--- config.mk ---
export PLATFORM = sky130hd
export DESIGN_NAME = alu_issue_ctrl_flat
export DESIGN_NICKNAME = d
export VERILOG_FILES = /design/src/rtl/alu_issue_ctrl_pkg.sv /design/src/rtl/alu_issue_ctrl_if.sv /design/src/rtl/alu_issue_ctrl_req_fifo.sv /design/src/rtl/alu_issue_ctrl.sv /design/src/flat_wrapper.sv
export SDC_FILE = /design/constraint.sdc
export NUM_CORES = 1
export LEC_CHECK = 0
export ABC_AREA = 1
export CORE_ASPECT_RATIO = 0.5
export CORE_MARGIN = 2
export CORE_UTILIZATION = 59
export DETAILED_ROUTE_END_ITERATION = 6
export PLACE_DENSITY = 0.85
export SETUP_SLACK_MARGIN = 0.5
export SLEW_MARGIN = 10
export SYNTH_ARGS = -nofsm -noshare
export SYNTH_HDL_FRONTEND = slang
export SYNTH_HIERARCHICAL = 1
export SYNTH_SLANG_ARGS = --single-unit
--- constraint.sdc ---
create_clock -name clk -period 15.4 [get_ports clk]
set_input_delay 4.62 -clock clk [delete_from_list [all_inputs] [get_ports clk]]
set_output_delay 4.62 -clock clk [all_outputs]
set_load 0.02 [all_outputs]
--- src/rtl/alu_issue_ctrl_pkg.sv ---
// Shared encodings for the ALU issue controller: op-codes, FSM states and
// the width of one queued request entry.
package alu_ctrl_pkg;

    localparam logic [1:0] OP_ADD = 2'b00;
    localparam logic [1:0] OP_SUB = 2'b01;
    localparam logic [1:0] OP_AND = 2'b10;
    localparam logic [1:0] OP_XOR = 2'b11;

    // Two 64-bit operands plus the 2-bit select; the tag rides on top.
    localparam int REQ_BASE_W = 130;

    typedef enum logic [1:0] {
        ST_IDLE  = 2'd0,
        ST_ISSUE = 2'd1,
        ST_RESP  = 2'd2
    } ctrl_state_t;

    function automatic int req_entry_w(input int tag_w);
        return REQ_BASE_W + tag_w;
    endfunction

endpackage

--- src/rtl/alu_issue_ctrl_if.sv ---
// Request and response handshakes of the ALU issue controller.
// master = decode/writeback side, slave = the controller.
interface alu_issue_if #(
    parameter int TAG_W = 4
);
    logic             req_valid;
    logic             req_ready;
    logic [1:0]       req_op;
    logic [63:0]      req_a;
    logic [63:0]      req_b;
    logic [TAG_W-1:0] req_tag;

    logic             rsp_valid;
    logic             rsp_ready;
    logic [63:0]      rsp_result;
    logic             rsp_ovf;
    logic [TAG_W-1:0] rsp_tag;

    modport master (
        output req_valid, req_op, req_a, req_b, req_tag, rsp_ready,
        input  req_ready, rsp_valid, rsp_result, rsp_ovf, rsp_tag
    );

    modport slave (
        input  req_valid, req_op, req_a, req_b, req_tag, rsp_ready,
        output req_ready, rsp_valid, rsp_result, rsp_ovf, rsp_tag
    );
endinterface

--- src/rtl/alu_issue_ctrl_req_fifo.sv ---
// Circular-buffer request FIFO; head entry is visible combinationally on
// pop_data, and a push only becomes visible on the following cycle.
module alu_req_fifo #(
    parameter int DEPTH = 4,
    parameter int WIDTH = 134
) (
    input  logic                       clk,
    input  logic                       rst_n,
    input  logic                       push,
    input  logic [WIDTH-1:0]           push_data,
    input  logic                       pop,
    output logic [WIDTH-1:0]           pop_data,
    output logic                       full,
    output logic                       empty,
    output logic [$clog2(DEPTH+1)-1:0] count
);
    localparam int PTR_W = $clog2(DEPTH);
    localparam int CNT_W = $clog2(DEPTH + 1);

    logic [WIDTH-1:0] mem [DEPTH];
    logic [PTR_W-1:0] wr_ptr;
    logic [PTR_W-1:0] rd_ptr;
    logic             do_push;
    logic             do_pop;

    assign full     = (count == CNT_W'(DEPTH));
    assign empty    = (count == '0);
    assign do_push  = push && !full;
    assign do_pop   = pop && !empty;
    assign pop_data = mem[rd_ptr];

    always_ff @(posedge clk) begin
        if (do_push) begin
            mem[wr_ptr] <= push_data;
        end
    end

    // DEPTH is a power of two, so pointers wrap by natural overflow.
    always_ff @(posedge clk or negedge rst_n) begin
        if (!rst_n) begin
            wr_ptr <= '0;
            rd_ptr <= '0;
            count  <= '0;
        end else begin
            if (do_push) wr_ptr <= wr_ptr + PTR_W'(1);
            if (do_pop)  rd_ptr <= rd_ptr + PTR_W'(1);
            case ({do_push, do_pop})
                2'b10:   count <= count + CNT_W'(1);
                2'b01:   count <= count - CNT_W'(1);
                default: count <= count;
            endcase
        end
    end

endmodule

--- src/rtl/alu_issue_ctrl.sv ---
// Issues queued requests to the external combinational ALU and returns tagged
// results. Optional sticky overflow flag under `ALU_OVF_STICKY_EN.
module alu_issue_ctrl
    import alu_ctrl_pkg::*;
#(
    parameter int DEPTH = 4,
    parameter int TAG_W = 4
) (
    input  logic        clk,
    input  logic        rst_n,
    alu_issue_if.slave  bus,
    output logic [63:0] alu_a,
    output logic [63:0] alu_b,
    output logic [1:0]  alu_sel,
    input  logic [63:0] alu_result,
    input  logic        alu_ovf,
`ifdef ALU_OVF_STICKY_EN
    input  logic        ovf_clr,
    output logic        ovf_sticky,
`endif
    output logic        busy
);
    localparam int ENTRY_W = req_entry_w(TAG_W);
    localparam int CNT_W   = $clog2(DEPTH + 1);

    ctrl_state_t        state;
    ctrl_state_t        next_state;
    logic               ready_en;
    logic               fifo_push;
    logic               fifo_pop;
    logic               fifo_full;
    logic               fifo_empty;
    logic [CNT_W-1:0]   fifo_count;
    logic [ENTRY_W-1:0] push_entry;
    logic [ENTRY_W-1:0] head_entry;
    logic [TAG_W-1:0]   held_tag;
    logic               rsp_valid_q;
    logic [63:0]        rsp_result_q;
    logic               rsp_ovf_q;
    logic [TAG_W-1:0]   rsp_tag_q;

    assign push_entry     = {bus.req_tag, bus.req_op, bus.req_a, bus.req_b};
    assign bus.req_ready  = ready_en && !fifo_full;
    assign fifo_push      = bus.req_valid && bus.req_ready;
    assign bus.rsp_valid  = rsp_valid_q;
    assign bus.rsp_result = rsp_result_q;
    assign bus.rsp_ovf    = rsp_ovf_q;
    assign bus.rsp_tag    = rsp_tag_q;
    assign busy           = (fifo_count != '0) || (state != ST_IDLE);

    alu_req_fifo #(
        .DEPTH (DEPTH),
        .WIDTH (ENTRY_W)
    ) u_fifo (
        .clk       (clk),
        .rst_n     (rst_n),
        .push      (fifo_push),
        .push_data (push_entry),
        .pop       (fifo_pop),
        .pop_data  (head_entry),
        .full      (fifo_full),
        .empty     (fifo_empty),
        .count     (fifo_count)
    );

    // Keeps req_ready low until the first clock after reset is released.
    always_ff @(posedge clk or negedge rst_n) begin
        if (!rst_n) ready_en <= 1'b0;
        else        ready_en <= 1'b1;
    end

    always_ff @(posedge clk or negedge rst_n) begin
        if (!rst_n) state <= ST_IDLE;
        else        state <= next_state;
    end

    always_comb begin
        next_state = state;
        fifo_pop   = 1'b0;
        case (state)
            ST_IDLE: begin
                if (!fifo_empty) begin
                    fifo_pop   = 1'b1;
                    next_state = ST_ISSUE;
                end
            end
            ST_ISSUE: next_state = ST_RESP;
            ST_RESP: begin
                if (bus.rsp_ready) begin
                    if (!fifo_empty) begin
                        fifo_pop   = 1'b1;
                        next_state = ST_ISSUE;
                    end else begin
                        next_state = ST_IDLE;
                    end
                end
            end
            default: next_state = ST_IDLE;
        endcase
    end

    // Operand registers change only on a pop; response registers only in
    // ISSUE, so a stalled response stays stable.
    always_ff @(posedge clk or negedge rst_n) begin
        if (!rst_n) begin
            alu_a        <= '0;
            alu_b        <= '0;
            alu_sel      <= '0;
            held_tag     <= '0;
            rsp_valid_q  <= 1'b0;
            rsp_result_q <= '0;
            rsp_ovf_q    <= 1'b0;
            rsp_tag_q    <= '0;
        end else begin
            if (fifo_pop) begin
                held_tag <= head_entry[ENTRY_W-1 -: TAG_W];
                alu_sel  <= head_entry[129:128];
                alu_a    <= head_entry[127:64];
                alu_b    <= head_entry[63:0];
            end
            if (state == ST_ISSUE) begin
                rsp_result_q <= alu_result;
                rsp_ovf_q    <= alu_ovf;
                rsp_tag_q    <= held_tag;
                rsp_valid_q  <= 1'b1;
            end else if (state == ST_RESP && bus.rsp_ready) begin
                rsp_valid_q  <= 1'b0;
            end
        end
    end

`ifdef ALU_OVF_STICKY_EN
    // Set has priority over clear when both land in the same cycle.
    always_ff @(posedge clk or negedge rst_n) begin
        if (!rst_n) begin
            ovf_sticky <= 1'b0;
        end else if (rsp_valid_q && bus.rsp_ready && rsp_ovf_q) begin
            ovf_sticky <= 1'b1;
        end else if (ovf_clr) begin
            ovf_sticky <= 1'b0;
        end
    end
`endif

endmodule

--- src/flat_wrapper.sv ---
// flat-port wrapper written by rule: the top's interface ports become plain ports
module alu_issue_ctrl_flat import alu_ctrl_pkg::*;
#(
    parameter int DEPTH = 4,
    parameter int TAG_W = 4
)
  (clk, rst_n, alu_a, alu_b, alu_sel, alu_result, alu_ovf, busy, bus_req_valid, bus_req_op, bus_req_a, bus_req_b, bus_req_tag, bus_rsp_ready, bus_req_ready, bus_rsp_valid, bus_rsp_result, bus_rsp_ovf, bus_rsp_tag);
  alu_issue_if #(.TAG_W(TAG_W)) bus_i ();
  input  logic clk;
  input  logic rst_n;
  output logic [63:0] alu_a;
  output logic [63:0] alu_b;
  output logic [1:0] alu_sel;
  input  logic [63:0] alu_result;
  input  logic alu_ovf;
  output logic busy;
  input wire logic [$bits(bus_i.req_valid)-1:0] bus_req_valid;
  input wire logic [$bits(bus_i.req_op)-1:0] bus_req_op;
  input wire logic [$bits(bus_i.req_a)-1:0] bus_req_a;
  input wire logic [$bits(bus_i.req_b)-1:0] bus_req_b;
  input wire logic [$bits(bus_i.req_tag)-1:0] bus_req_tag;
  input wire logic [$bits(bus_i.rsp_ready)-1:0] bus_rsp_ready;
  output wire logic [$bits(bus_i.req_ready)-1:0] bus_req_ready;
  output wire logic [$bits(bus_i.rsp_valid)-1:0] bus_rsp_valid;
  output wire logic [$bits(bus_i.rsp_result)-1:0] bus_rsp_result;
  output wire logic [$bits(bus_i.rsp_ovf)-1:0] bus_rsp_ovf;
  output wire logic [$bits(bus_i.rsp_tag)-1:0] bus_rsp_tag;
  assign bus_i.req_valid = bus_req_valid;
  assign bus_i.req_op = bus_req_op;
  assign bus_i.req_a = bus_req_a;
  assign bus_i.req_b = bus_req_b;
  assign bus_i.req_tag = bus_req_tag;
  assign bus_i.rsp_ready = bus_rsp_ready;
  assign bus_req_ready = bus_i.req_ready;
  assign bus_rsp_valid = bus_i.rsp_valid;
  assign bus_rsp_result = bus_i.rsp_result;
  assign bus_rsp_ovf = bus_i.rsp_ovf;
  assign bus_rsp_tag = bus_i.rsp_tag;
  alu_issue_ctrl #(.DEPTH(DEPTH), .TAG_W(TAG_W)) u_core (.clk(clk), .rst_n(rst_n), .bus(bus_i), .alu_a(alu_a), .alu_b(alu_b), .alu_sel(alu_sel), .alu_result(alu_result), .alu_ovf(alu_ovf), .busy(busy));
endmodule
# Yosys cells after proc, flatten, opt, wreduce, memory -nomap -nowiden
# Memories as Yosys holds them, arrays and structs flattened. A register that Yosys moved wholly into a read port is not among the register bits.
# Index checks and enable logic that the tools add are counted.
[totals] n_memories=1 elab_cells=49 regBits=80 ramBits=536 in_bits=203 out_inout_bits=202
[mem_list] name="u_core.u_fifo.mem" depth=4 width=134 rd=1 rd_ports_with_merged_regs=1 write_ports=1 line="alu_issue_ctrl_req_fifo.sv:20" rtl="logic [WIDTH-1:0] mem [DEPTH];"
[classes] add_sub_neg=4 n_mux=12 n_reduce_logical=16 n_eq_ne=7
[ops] cell="1-bit two-way mux" n=7
[ops] cell="2-bit case mux with 3 select lines" n=1
[ops] cell="3-bit case mux with 2 select lines" n=1
[ops] cell="2-bit nonzero test" n=3
[ops] cell="1-bit logical AND" n=5
[ops] cell="2-bit by 1-bit adder with 2-bit output, second input constant" n=2
[ops] cell="2-bit by 1-bit equality test with 1-bit output, second input constant" n=2
[ops] cell="2-bit equality test, second input constant" n=2
[ops] cell="2-bit two-way mux" n=2
[ops] cell="2-bit inequality test, second input constant" n=2
[ops] cell="3-bit by 1-bit adder with 3-bit output, second input constant" n=1
[ops] cell="3-bit equality test, second input constant" n=1
[ops] cell="1-bit zero test" n=3
[ops] cell="3-bit zero test" n=1
[ops] cell="3-bit nonzero test" n=1
[ops] cell="3-bit by 1-bit subtractor with 3-bit output, second input constant" n=1
[ops] cell="2-bit zero test" n=1
[ops] cell="1-bit case mux with 2 select lines" n=1
[ops] cell="2-bit AND reduction" n=1
[ops] cell="1-bit logical OR" n=1

# Logic depth before layout (Yosys ltp)
# Gate-level depths: netlist (run 1).
[logic_depth] ltp_word=7 depth_mapped=18 mapped_depth_nobuf=16

# Hierarchy
# Netlist (run 1), hierarchy kept.
[modules_own_cells] module="alu_req_fifo" area_each_um2=21837.2 n_inst=1 seq_area_each_um2=16270.6 cells_per_inst=1624
[modules_own_cells] module="alu_issue_ctrl" area_each_um2=8122.8 n_inst=1 seq_area_each_um2=5180.0 cells_per_inst=902

# Worst setup path after synthesis (run 1)
# Ideal clock, no wire load.
[synth_path] kind="in2reg" from="in bus_req_valid" to="mem u_core.u_fifo.mem[0][0] (enable)" n_path_buf=0 setup_slack_ps=4090 required_ps=14770 cell_stages=3 arrival_time_ps=10680 setup_ps=630 path_cell_list="nor3b_1 -> nand2_1 -> nor2_1"
[synth_via] elab_chain_cells=4
[synth_rtl] item="start: declaration" line="flat_wrapper.sv:17" rtl="input wire logic [$bits(bus_i.req_valid)-1:0] bus_req_valid;"
[synth_rtl] item="1-bit logical AND" line="alu_issue_ctrl.sv:44" rtl="assign fifo_push = bus.req_valid && bus.req_ready;"
[synth_rtl] item="1-bit logical AND" line="alu_issue_ctrl_req_fifo.sv:28" rtl="assign do_push = push && !full;"
[synth_rtl] item="1-bit two-way mux" line="alu_issue_ctrl_req_fifo.sv:33" rtl="if (do_push) begin"
[synth_rtl] item="1-bit two-way mux (implied by the code)" line="alu_issue_ctrl_req_fifo.sv:34" rtl="mem[wr_ptr] <= push_data;"
[synth_rtl] item="end: declaration" line="alu_issue_ctrl_req_fifo.sv:20"
# Every way passes these cells.

# Worst setup path after layout (run 1)
[layout_path] from="in bus_req_valid" to="mem u_core.u_fifo.mem[3][111] (enable)"
[layout_via] elab_chain_cells=4
[layout_rtl] item="1-bit logical AND" line="alu_issue_ctrl.sv:44"
[layout_rtl] item="named net u_core.fifo_push" line="alu_issue_ctrl.sv:29" rtl="logic fifo_push;"
[layout_rtl] item="1-bit logical AND" line="alu_issue_ctrl_req_fifo.sv:28"
[layout_rtl] item="1-bit two-way mux" line="alu_issue_ctrl_req_fifo.sv:33"
[layout_rtl] item="1-bit two-way mux (implied by the code)" line="alu_issue_ctrl_req_fifo.sv:34"
# The timed path passes the listed nets, and every way through them passes these cells.

==> summary.md, run 1 <==
| Metric | Value |
|---|---|
| Status | `completed` |
| IR Drop Worst-Case VDD | `0.0002080 V` |
| Final weighted congestion in routability-driven placement | `0.8063` |
| Vias | `20058` |
| Worst Clk Skew | `0.01586 ns` |
| Wire per inst | `19.21 µm` |
| Post-Route Setup TNS | `0 ns` |
| Worst hold path class | `flop to flop` |
| Wirelength, routed | `69690 µm` |
| Vias in the first global route | `19441` |
| Effective utilization at floorplan | `0.5966` |
| Remaining global-route overflow | `0` |
| Fin. Hold Viols | `0` |
| Leakage power of the design | `15.13 nW` |
| Average vias per placed instance | `5.530` |
| Number of hold-repair buffers added at the cts stage | `0` |
| Deepest level of the CTS H-tree | `3` |
| Fraction of the cycle the final worst path needs | `0.4827` |
| Number of instances in the synthesized netlist | `around 2500` |
| First-pass DRT Iterations | `6` |
| Critical-path cell list | `clkdlybuf4s50_1, nor3b_1, nand2_1, nor2_4, buf_4` |
| CTS tree | `built` |
| Die area | `52710 µm²` |
| Pwr/cell area | `201.7 nW/µm²` |
| Post-placement setup slack | `7.380 ns` |
| Number of placed I/O pins | `a little over 400` |
| Register area | `21460 µm²` |
| Core Rows | `58` |
| Maximum Capacitance Violations | `0` |
| Unrepaired setup endpoints after global routing | `no` |
| Count of yosys warnings during synthesis | `6` |
| Final cell utilization of the core | `0.7228` |
| First-pass GRT wire length | `104400 µm` |
| Net count of the mapped netlist | `2735` |
| CTS clk-pin slew, worst paths | `around 0.06 ns` |
| Residual DRC count | `0` |
| Leading cell types in the layout, fill and taps excluded | `nand2_1, edfxtp_1, clkdlybuf4s50_1, inv_1, o211ai_1` |
| Fmax achieved | `0.1345 GHz` |
| Total of flip-flops plus latches after synthesis | `750` |
| Bufs and invs on worst path | `2` |
| Start-to-end type of the worst setup path | `primary input to flop` |
| Ratio of cells with drive above 1 in the final layout | `0.04449` |
| Layout Nets | `just over 3000` |
| Peak fanout along the critical path | `55` |
| Worst hold-check slack | `0.4679 ns` |
| CTS Root Cell | `clkbuf_16` |
| Half-perimeter wire length after placement | `40120 µm` |
| Postcts setup bufs | `0` |
| First DRT Iteration DRCs | `roughly 2000` |
| Setup-failing EPs final | `0` |
| Pin count of the biggest net entering global routing | `189` |
| Minimum period implied by the final worst setup slack | `roughly 7.4 ns` |
| Syn avg cell area | `11.86 µm²` |
| Min setup slack post-route | `7.966 ns` |
| Worst Setup Start Kind | `primary input` |
| Cell area after placement | `34050 µm²` |
| Most frequent standard cell in the layout excluding fill and tap cells | `nand2_1` |
| Worst-Skew Late Latency | `about 0.58 ns` |
| Layout filler cell count | `3118` |
| Final ANT Viol Nets | `0` |
| Die span in x | `322.7 µm` |
| Slowest cell on the critical path | `nor2_4` |
| Maximum buffer depth of the clock tree | `3` |
| Total area of multi-input combinational cells | `6395 µm²` |
| Longest individual stage delay on the worst path | `0.90 ns` |
| Worst-margin pin slew | `1.204 ns` |
| Endpoint arrival time on the critical path | `7.62 ns` |
| Data required, critical path | `15.59 ns` |
| Height of the die | `163.3 µm` |
| Area of all placed cells without fillers | `between 30000 and 40000 µm²` |
| Cell family with the largest share of critical-path delay | `simple AND/OR/NAND/NOR gates` |
| Max-Slew Margin vs Limit | `0.1974` |
| Placeable core area | `50220 µm²` |
| Number of instances resized during post-cts repair | `0` |
| Number of buffers added on ports | `404` |
| CTS sink count | `750` |
| Critical path capture point type | `flop` |
| Sequential cell area fraction in the yosys report | `0.7160` |
| Overall routing resource usage | `0.2578` |
| Cell area after technology mapping | `29960 µm²` |
| Antenna violations before repair | `14` |
| Total clock buffers created by CTS | `66` |
| Count of cell types in the netlist | `23` |
| Max-slew violation total from the final report | `0` |
| Area Overhead vs Synth | `21.15%` |
[through the flow]
step | std cells | power (W)
3_5_place_dp | 3491 | 0.005628
4_1_cts | 3612 | 0.007329
6_report | 3627 | 0.007319
2_1_floorplan | 2526 | 0.004700
3_3_place_gp | 3491 | 0.005508
5_1_grt | 3626 | 0.007695
[sequential cells by signal (all words and copies together) (netlist names)]
signal,cells
u_core/alu_a,64
u_core/bus.rsp_result,64
u_core/u_fifo/rd_ptr,2
u_core/bus.rsp_valid,1
u_core/u_fifo/count,3
u_core/ready_en,1
u_core/bus.rsp_ovf,1
u_core/u_fifo/mem,536
u_core/held_tag,4
u_core/alu_b,64
u_core/bus.rsp_tag,4
u_core/state,2
u_core/u_fifo/wr_ptr,2
u_core/alu_sel,2
[cells in the mapped netlist, drive strengths merged]
cell,instances,share of area
buf,119,0.031
clkbuf,33,0.0041
conb,1,0.00013
dfrtp,214,0.18
edfxtp,536,0.54
fa,1,0.00067
ha,5,0.0021
inv,293,0.037
nand2,832,0.10
nand3,210,0.035
nand4,1,0.00021
nor2,8,0.0013
nor3,1,0.00017
nor3b,1,0.00025
o211ai,268,0.067
o21ai,2,0.00033
xnor2,1,0.00029
[worst min-delay path, stage by stage (launching register included)]
cell	delay [ns]
dfrtp_1	0.34
nand2_1	0.05
nand2_1	0.04
[kinds of logic (layout without fill, tap and decap cells)]
| logic type | Yosys count | in the layout | synth area share |
|---|---|---|---|
| AOI/OAI and AO/OA | 270 | 270 | 0.06749 |
| DFF | 750 | 750 | 0.7160 |
| buffers and inverters | 445 | 841 | 0.07200 |
| xor gates and xnor gates | 1 | 1 | 0.0002924 |
| adders and majority gates | 6 | 6 | 0.002756 |
| and+or+nand+nor | 1053 | 1053 | 0.1414 |
| other | 1 | 16 | 0.0001252 |
[layout make-up]
type                       instances  area share
antenna                           15    0.001034
clock buffer                      97     0.05329
clock inverter                    24    0.007721
inverter                         293     0.03058
multi-input combinational       1331      0.1762
sequential                       750      0.5911
tap                              690     0.02378
timing repair buffer             427      0.1163
[worst paths after layout]
kind	startpoint	endpoint	slack, ns	depth (start not counted)
setup / recovery	bus_req_valid	u_core/u_fifo/mem[3][111]$_DFFE_PP_	7.97	5
hold / removal	u_core/alu_b[48]$_DFFE_PN0P_	u_core/alu_b[48]$_DFFE_PN0P_	0.47	2
setup reg to reg	u_core/u_fifo/rd_ptr[0]$_DFFE_PN0P_	u_core/alu_a[45]$_DFFE_PN0P_	11.29	8
hold reg to reg	u_core/alu_b[48]$_DFFE_PN0P_	u_core/alu_b[48]$_DFFE_PN0P_	0.47	2
max in group asynchronous	rst_n	u_core/u_fifo/rd_ptr[1]$_DFFE_PN0P_	9.90	2
min in group asynchronous	rst_n	u_core/bus.rsp_result[14]$_DFFE_PN0P_	4.03	1
[where the power goes]
group          internal (W)  leakage (nW)  total (W)  switching (W)
logic              0.000992          6.58    0.00278        0.00179
registers           0.00262          7.48    0.00285       0.000229
clock network      0.000977          1.07    0.00169       0.000710
[routing by layer]
layer | global-route usage | wire length, µm | vias to the layer above | part of all wire
met5 | 0 | 0 | - | 0
li1 | - | - | 9256 | -
met4 | 0.1391 | 2837 | 0 | 0.041
met3 | 0.04389 | 4480 | 170 | 0.064
met2 | 0.4521 | 36350 | 848 | 0.52
met1 | 0.3079 | 26020 | 9784 | 0.37
No activity file was read; power rests on OpenSTA's default activity.
==> run 2: changes to the inputs <==
- CORE_UTILIZATION: 59 -> 55
- PLACE_DENSITY: 0.85 -> 0.8
- clock period: 15.4 -> 7 ns (I/O delays scaled with it)
==> run 2 against run 1 <==
Die area increased by 7.1%. Sequential share of layout area decreased by 0.12 points. Utilization shrank 4.6 points. Cell area is 0.21% higher. First-iteration DRC count down 15%. Setup slack lost 5.4 ns. Largest power group unchanged. Largest cell class unchanged. Clock skew up 0.0061 ns. Global-route usage is 1.6 points lower. Combinational power increased by 120%. Clock power grew 110%. Flip-flop and latch count unchanged.
==> summary.md, run 2 (synthesized netlist as in run 1, its figures left out) <==
| Metric | Value |
|---|---|
| Status | `completed` |
| Effective utilization at floorplan | `0.5574 (-0.03922)` |
| Layout Nets | `3086 (+0.26%)` |
| Net switching power of the design | `0.005957 W (+120%)` |
| Worst Clk Skew | `0.02201 ns (+0.006150 ns)` |
| CTS sink count | `750 (unchanged)` |
| Power share of the combinational group | `0.381 (about the same)` |
| Slack of the worst reg-to-reg path | `3.44 ns (-7.85 ns)` |
| Number of placed I/O pins | `405 (unchanged)` |
| Worst flop-to-flop path startpoint | `u_core/state[0]$_DFFE_PN0P_` |
| First-pass GRT wire length | `105500 µm (+1.1%)` |
| Fin. Hold Viols | `0 (unchanged)` |
| Worst hold-check slack | `0.4680 ns (+0.0001230 ns)` |
| Capturing point of the worst reg2reg path | `u_core/alu_b[9]$_DFFE_PN0P_` |
| Peak fanout along the critical path | `28 (-49%)` |
| Vias | `19641 (-2.1%)` |
| CTS Root Cell | `clkbuf_16` |
| Critical path capture point type | `flop` |
| CTS tree | `built` |
| Fraction of the cycle the final worst path needs | `0.6377` |
| Cell-internal power | `0.01001 W (+120%)` |
| Postcts setup bufs | `0 (unchanged)` |
| Die area | `56470 µm² (+7.1%)` |
| Number of instances resized during post-cts repair | `0 (unchanged)` |
| Register area | `21460 µm² (unchanged)` |
| Leakage power of the design | `15.17 nW (+0.32%)` |
| Number of hold-repair buffers added at the cts stage | `0 (unchanged)` |
| Overall routing resource usage | `0.2415 (-0.01632)` |
| Remaining global-route overflow | `0 (unchanged)` |
| Flip-flop count of the largest register, all copies and words added | `536 (unchanged)` |
| Unrepaired setup endpoints after global routing | `no` |
| Fmax achieved | `between 0.2 and 0.25 GHz` |
| Layout filler cell count | `3642 (+17%)` |
| Number of buffers added on ports | `404 (unchanged)` |
| Ratio of cells with drive above 1 in the final layout | `0.04911 (+0.004623)` |
| Antenna violations before repair | `5 (-9)` |
| Maximum Capacitance Violations | `0 (unchanged)` |
| Max-Slew Margin vs Limit | `0.1914 (-0.005963)` |
| Total area of multi-input combinational cells | `6395 µm² (unchanged)` |
| Half-perimeter wire length after placement | `39090 µm (-2.6%)` |
| Post-Route Setup TNS | `0 ns (unchanged)` |
| Total clock buffers created by CTS | `68 (+3.0%)` |
| Setup-failing EPs final | `0 (unchanged)` |
| First DRT Iteration DRCs | `1738 (-15%)` |
| Worst setup path endpoint | `u_core/u_fifo/mem[1][2]$_DFFE_PP_` |
| Deepest level of the CTS H-tree | `3 (unchanged)` |
| CTS clk-pin slew, worst paths | `0.06 ns (about the same)` |
| Largest reg by FF count | `u_core/u_fifo/mem` |
| Reg power frac | `0.392 (+0.002)` |
| Worst-Skew Late Latency | `0.59 ns (about the same)` |
| Worst setup path startpoint | `bus_req_valid` |
| Start-to-end type of the worst setup path | `primary input to flop` |
| Die span in x | `334.1 µm (+3.5%)` |
| Average vias per placed instance | `5.380 (-2.7%)` |
| Core Rows | `60 (+3.4%)` |
| Endpoint arrival time on the critical path | `4.70 ns (-2.92 ns)` |
| Wirelength, routed | `68750 µm (-1.4%)` |
| Residual DRC count | `0 (unchanged)` |
| IR Drop Worst-Case VDD | `0.0004381 V (+110%)` |
| Depth of the worst register-to-register path | `8 (unchanged)` |
| Leading cell types in the layout, fill and taps excluded | `nand2_1, edfxtp_1, clkdlybuf4s50_1, inv_1, o211ai_1` |
| Wire per inst | `18.83 µm (-2.0%)` |
| Vias in the first global route | `19252 (-0.97%)` |
| Area Overhead vs Synth | `21.40%` |
| Pin count of the biggest net entering global routing | `220 (+16%)` |
| First-pass DRT Iterations | `7 (+1)` |
| Maximum buffer depth of the clock tree | `3 (unchanged)` |
| Data required, critical path | `7.23 ns (-8.36 ns)` |
| Max-slew violation total from the final report | `0 (unchanged)` |
| Worst Setup Start Kind | `primary input` |
| Placeable core area | `53750 µm² (+7.0%)` |
| Worst hold path class | `flop to flop` |
| Height of the die | `169.0 µm (+3.5%)` |
| Switching Share | `0.3732 (+0.0005681)` |
| Portion of total power attributed to the clock network | `0.227 (-0.004)` |
| Pwr/cell area | `438.9 nW/µm² (+120%)` |
| Most frequent standard cell in the layout excluding fill and tap cells | `nand2_1` |
| Minimum period implied by the final worst setup slack | `4.464 ns` |
| Worst-margin pin slew | `1.213 ns (+0.008944 ns)` |
| Final ANT Viol Nets | `0 (unchanged)` |
| Final weighted congestion in routability-driven placement | `0.7828 (-2.9%)` |
-- run 2: cell types whose count changed in the layout (fill, tap and decap cells not counted), sizes merged --
cell	previous run	this run
buf	24	30
diode	15	6
clkinv	15	21
inv	294	297
bufinv	6	3
clkinvlp	2	0
-- run 2: final cells by class --
| class | count | share of cell area |
|---|---|---|
| multi-input combinational | 1331 | 0.1758 |
| clock buffer | 97 | 0.05256 |
| timing repair buffer | 433 | 0.1194 |
| clock inverter | 28 | 0.006914 |
| inverter | 293 | 0.03051 |
| antenna | 6 | 0.0004128 |
| sequential | 750 | 0.5899 |
| tap | 713 | 0.02453 |
-- run 2: critical path, stage by stage --
cell             delay, ns
clkdlybuf4s50_1       0.45
nor3b_1               0.33
nand2_1               0.37
nor2_4                0.90
buf_4                 0.52
-- run 2: per-layer routing --
layer  vias to the layer above  wire length, µm  GRT usage
met2                       717            35890     0.4331
met5                         -                0          0
met4                         0             2659     0.1032
li1                       9270                -          -
met1                      9498            25920     0.2919
met3                       156             4281    0.03941
-- run 2: worst min path at each step --
stage	startpoint	end	slack [ns]	depth (start not counted)
floorplan	u_core/held_tag[0]$_DFFE_PN0P_	u_core/held_tag[0]$_DFFE_PN0P_	0.44	2
global placement	u_core/bus.rsp_result[41]$_DFFE_PN0P_	u_core/bus.rsp_result[41]$_DFFE_PN0P_	0.45	2
detailed placement	u_core/bus.rsp_result[63]$_DFFE_PN0P_	u_core/bus.rsp_result[63]$_DFFE_PN0P_	0.46	2
CTS	u_core/bus.rsp_result[63]$_DFFE_PN0P_	u_core/bus.rsp_result[63]$_DFFE_PN0P_	0.47	2
global route	u_core/alu_a[28]$_DFFE_PN0P_	u_core/alu_a[28]$_DFFE_PN0P_	0.49	2
finish	u_core/alu_b[25]$_DFFE_PN0P_	u_core/alu_b[25]$_DFFE_PN0P_	0.47	2
-- run 2: stage by stage --
stage                     total power, W  utilization  std cells  worst slack (ns)  area (µm²)
final                            0.01596       0.6767       3651             2.536       36370
after global routing             0.01689       0.6766       3650             2.309       36370
after CTS                        0.01606       0.6764       3645             2.525       36360
after detailed placement         0.01239       0.6362       3520             1.917       34190
after global placement           0.01218       0.6362       3520             1.941       34190
after floorplan                  0.01031            -       2526            0.4274       29970
-- run 2: power by group through the flow --
| stage | Combinational [W] | Clock, W | Sequential (W) |
|---|---|---|---|
| after floorplan | 0.00336 | 0 | 0.00694 |
| after global placement | 0.00587 | 0 | 0.00631 |
| after detailed placement | 0.00605 | 0 | 0.00634 |
| after CTS | 0.00611 | 0.00368 | 0.00626 |
| after global routing | 0.00668 | 0.00385 | 0.00635 |
| final | 0.00608 | 0.00362 | 0.00626 |
==> run 3: changes to the inputs <==
- CORE_UTILIZATION: 55 -> 50
- PLACE_DENSITY: 0.8 -> 0.77
- clock period: 7 -> 3.8 ns (I/O delays scaled with it)
==> run 3 against run 2 <==
Flip-flop and latch count unchanged. Total power up 87%. Clock power up 92%. Die area up 9.8%. Non-clock buffer count up 13. Cell count up 3.1%. Worst hold slack better by 0.0029 ns. Utilization down 5.3 points. Sequential share of layout area down 0.85 points. Wire length up 2.0%. Global-route usage down 1.9 points. Combinational power up 88%. Largest power group unchanged.
==> summary.md, run 3 (synthesized netlist as in run 1, its figures left out) <==
| Metric | Value |
|---|---|
| Status | `completed` |
| Maximum buffer depth of the clock tree | `3 (unchanged)` |
| Leakage power of the design | `15.35 nW (+1.1%)` |
| Residual DRC count | `0 (unchanged)` |
| Bufs and invs on worst path | `3 (+1)` |
| Die area | `62010 µm² (+9.8%)` |
| Vias | `19551 (-0.46%)` |
| Number of placed I/O pins | `405 (unchanged)` |
| Vias in the first global route | `19414 (+0.84%)` |
| Effective utilization at floorplan | `0.5061 (-0.05128)` |
| Power share of the combinational group | `0.382 (about the same)` |
| Cell area after placement | `34650 µm² (+1.3%)` |
| Leading cell types in the layout, fill and taps excluded | `nand2_1, edfxtp_1, clkdlybuf4s50_1, inv_1, o211ai_1` |
| Half-perimeter wire length after placement | `41160 µm (+5.3%)` |
| Post-Route Setup TNS | `0 ns (unchanged)` |
| Layout Nets | `3098 (+0.39%)` |
| Ratio of cells with drive above 1 in the final layout | `0.05437 (+0.005253)` |
| Net switching power of the design | `0.01109 W (+86%)` |
| Cell-internal power | `0.01880 W (+88%)` |
| Switching Share | `0.3710 (-0.002125)` |
| Number of buffers added on ports | `404 (unchanged)` |
| Maximum Capacitance Violations | `0 (unchanged)` |
| Number of hold-repair buffers added at the cts stage | `0 (unchanged)` |
| CTS clk-pin slew, worst paths | `0.06 ns (about the same)` |
| Critical Path Most Common Cell | `inv_1` |
| Total clock buffers created by CTS | `67 (-1.5%)` |
| Worst hold-check slack | `0.4708 ns (+0.002853 ns)` |
| Placeable core area | `59200 µm² (+10%)` |
| Post-placement setup slack | `0.5585 ns (-1.358 ns)` |
| Final weighted congestion in routability-driven placement | `0.7924 (+1.2%)` |
| Max-Slew Margin vs Limit | `0.4227 (+0.2313)` |
| CTS tree | `built` |
| Pin count of the biggest net entering global routing | `137 (-38%)` |
| Reg power frac | `0.385 (-0.007)` |
| Antenna violations before repair | `9 (+4)` |
| First-pass GRT wire length | `106400 µm (+0.80%)` |
| Max-slew violation total from the final report | `0 (unchanged)` |
| Area Overhead vs Synth | `23.18%` |
| Flip-flop count of the largest register, all copies and words added | `536 (unchanged)` |
| Setup-failing EPs final | `0 (unchanged)` |
| Slowest cell on the critical path | `dfrtp_1` |
| Deepest level of the CTS H-tree | `3 (unchanged)` |
| Fraction of the cycle the final worst path needs | `0.8031` |
| Fmax achieved | `0.3277 GHz` |
| Remaining global-route overflow | `0 (unchanged)` |
| IR Drop Worst-Case VDD | `0.001402 V (+220%)` |
| Minimum period implied by the final worst setup slack | `3.052 ns` |
| Area of all placed cells without fillers | `36900 µm² (+1.5%)` |
| Most frequent standard cell in the layout excluding fill and tap cells | `nand2_1` |
| Final cell utilization of the core | `0.6234 (-0.05327)` |
| Height of the die | `177.1 µm (+4.8%)` |
| CTS sink count | `750 (unchanged)` |
| Worst-margin pin slew | `0.8659 ns (-0.3470 ns)` |
| Start-to-end type of the worst setup path | `flop to output pin` |
| Core Rows | `63 (+5.0%)` |
| Longest individual stage delay on the worst path | `0.38 ns (-0.52 ns)` |
| Layout filler cell count | `4373 (+20%)` |
| Die span in x | `350.2 µm (+4.8%)` |
| Worst-Skew Late Latency | `0.60 ns (about the same)` |
| Unrepaired setup endpoints after global routing | `no` |
| Wire per inst | `18.63 µm (-1.1%)` |
| Wirelength, routed | `70110 µm (+2.0%)` |
| First DRT Iteration DRCs | `1580 (-9.1%)` |
| Postcts setup bufs | `0 (unchanged)` |
| Average vias per placed instance | `5.196 (-3.4%)` |
| Portion of total power attributed to the clock network | `0.233 (+0.006)` |
| Final ANT Viol Nets | `0 (unchanged)` |
| Largest reg by FF count | `u_core/u_fifo/mem` |
| First-pass DRT Iterations | `6 (-1)` |
| CTS Root Cell | `clkbuf_16` |
| Min setup slack post-route | `0.7483 ns (-1.788 ns)` |
| Worst hold path class | `flop to flop` |
| Pwr/cell area | `809.8 nW/µm² (+85%)` |
| Data required, critical path | `2.66 ns (-4.57 ns)` |
| Peak fanout along the critical path | `4 (-86%)` |
| Critical-path cell list | `inv_1, nand3_1, inv_1, nor2_1, dlygate4sd2_1` |
| Worst Clk Skew | `0.02773 ns (+0.005721 ns)` |
| Endpoint arrival time on the critical path | `1.91 ns (-2.79 ns)` |
| Critical path capture point type | `output pin` |
| Worst Setup Start Kind | `flop` |
| Fin. Hold Viols | `0 (unchanged)` |
| Cell family with the largest share of critical-path delay | `buffers and inverters` |
| Overall routing resource usage | `0.2220 (-0.01948)` |
==> run 3: worst paths after layout <==
check,slack (ns),depth (start not counted),startpoint,endpoint
worst max-delay path,0.75,5,u_core/u_fifo/count[1]$_DFFE_PN0P_,bus_req_ready
worst min-delay path,0.47,2,u_core/bus.rsp_result[30]$_DFFE_PN0P_,u_core/bus.rsp_result[30]$_DFFE_PN0P_
worst max register to register,1.39,10,u_core/state[0]$_DFFE_PN0P_,u_core/u_fifo/count[1]$_DFFE_PN0P_
worst min register to register,0.47,2,u_core/bus.rsp_result[30]$_DFFE_PN0P_,u_core/bus.rsp_result[30]$_DFFE_PN0P_
max in group asynchronous,2.31,2,rst_n,u_core/alu_a[13]$_DFFE_PN0P_
min in group asynchronous,0.60,1,rst_n,u_core/bus.rsp_result[15]$_DFFE_PN0P_
==> run 3: worst reg2reg max path: stages (launching register included) <==
cell and delay [ns]:
dfrtp_2 0.36, buf_4 0.65, nor2_4 0.13, nand2_4 0.12, inv_1 0.07, nand2_1 0.08
inv_1 0.05, ha_1 0.18, inv_1 0.09, fa_1 0.41, o21ai_0 0.19
==> run 3: timing repair <==
item                                    4_1_cts  5_1_grt
resized for setup                             1        0
endpoints found under the setup margin        1        0
endpoints found under the hold margin         0        0
==> run 3: final cells by class <==
class / count / area, µm² / share of cell area
Antenna cell: 8 / 20.02 / 0.0005425
Clock buffer: 87 / 1847 / 0.05004
Clock inverter: 36 / 391.6 / 0.01061
Inverter: 293 / 1110 / 0.03007
Multi-Input combinational cell: 1331 / 6414 / 0.1738
Sequential cell: 750 / 21460 / 0.5814
Tap cell: 812 / 1016 / 0.02753
Timing Repair Buffer: 446 / 4651 / 0.1260
==> run 3: routing by layer <==
metal	share of wire	global-route usage
met3	0.054	0.03983
met2	0.52	0.3984
met4	0.032	0.08477
met1	0.39	0.2681
met5	0.00020	0
==> run 3: power groups by stage <==
stage / clock network [W] / logic [W] / registers, W
2_1_floorplan: 0 / 0.00622 / 0.0128
3_3_place_gp: 0 / 0.0111 / 0.0116
3_5_place_dp: 0 / 0.0114 / 0.0117
4_1_cts: 0.00705 / 0.0115 / 0.0115
5_1_grt: 0.00742 / 0.0125 / 0.0116
6_report: 0.00695 / 0.0114 / 0.0115
==> run 3: stage by stage <==
stage,instances,power (W)
3_3_place_gp,3632,0.02274
3_5_place_dp,3632,0.02311
2_1_floorplan,2526,0.01897
6_report,3763,0.02989
4_1_cts,3755,0.03006
5_1_grt,3763,0.03160
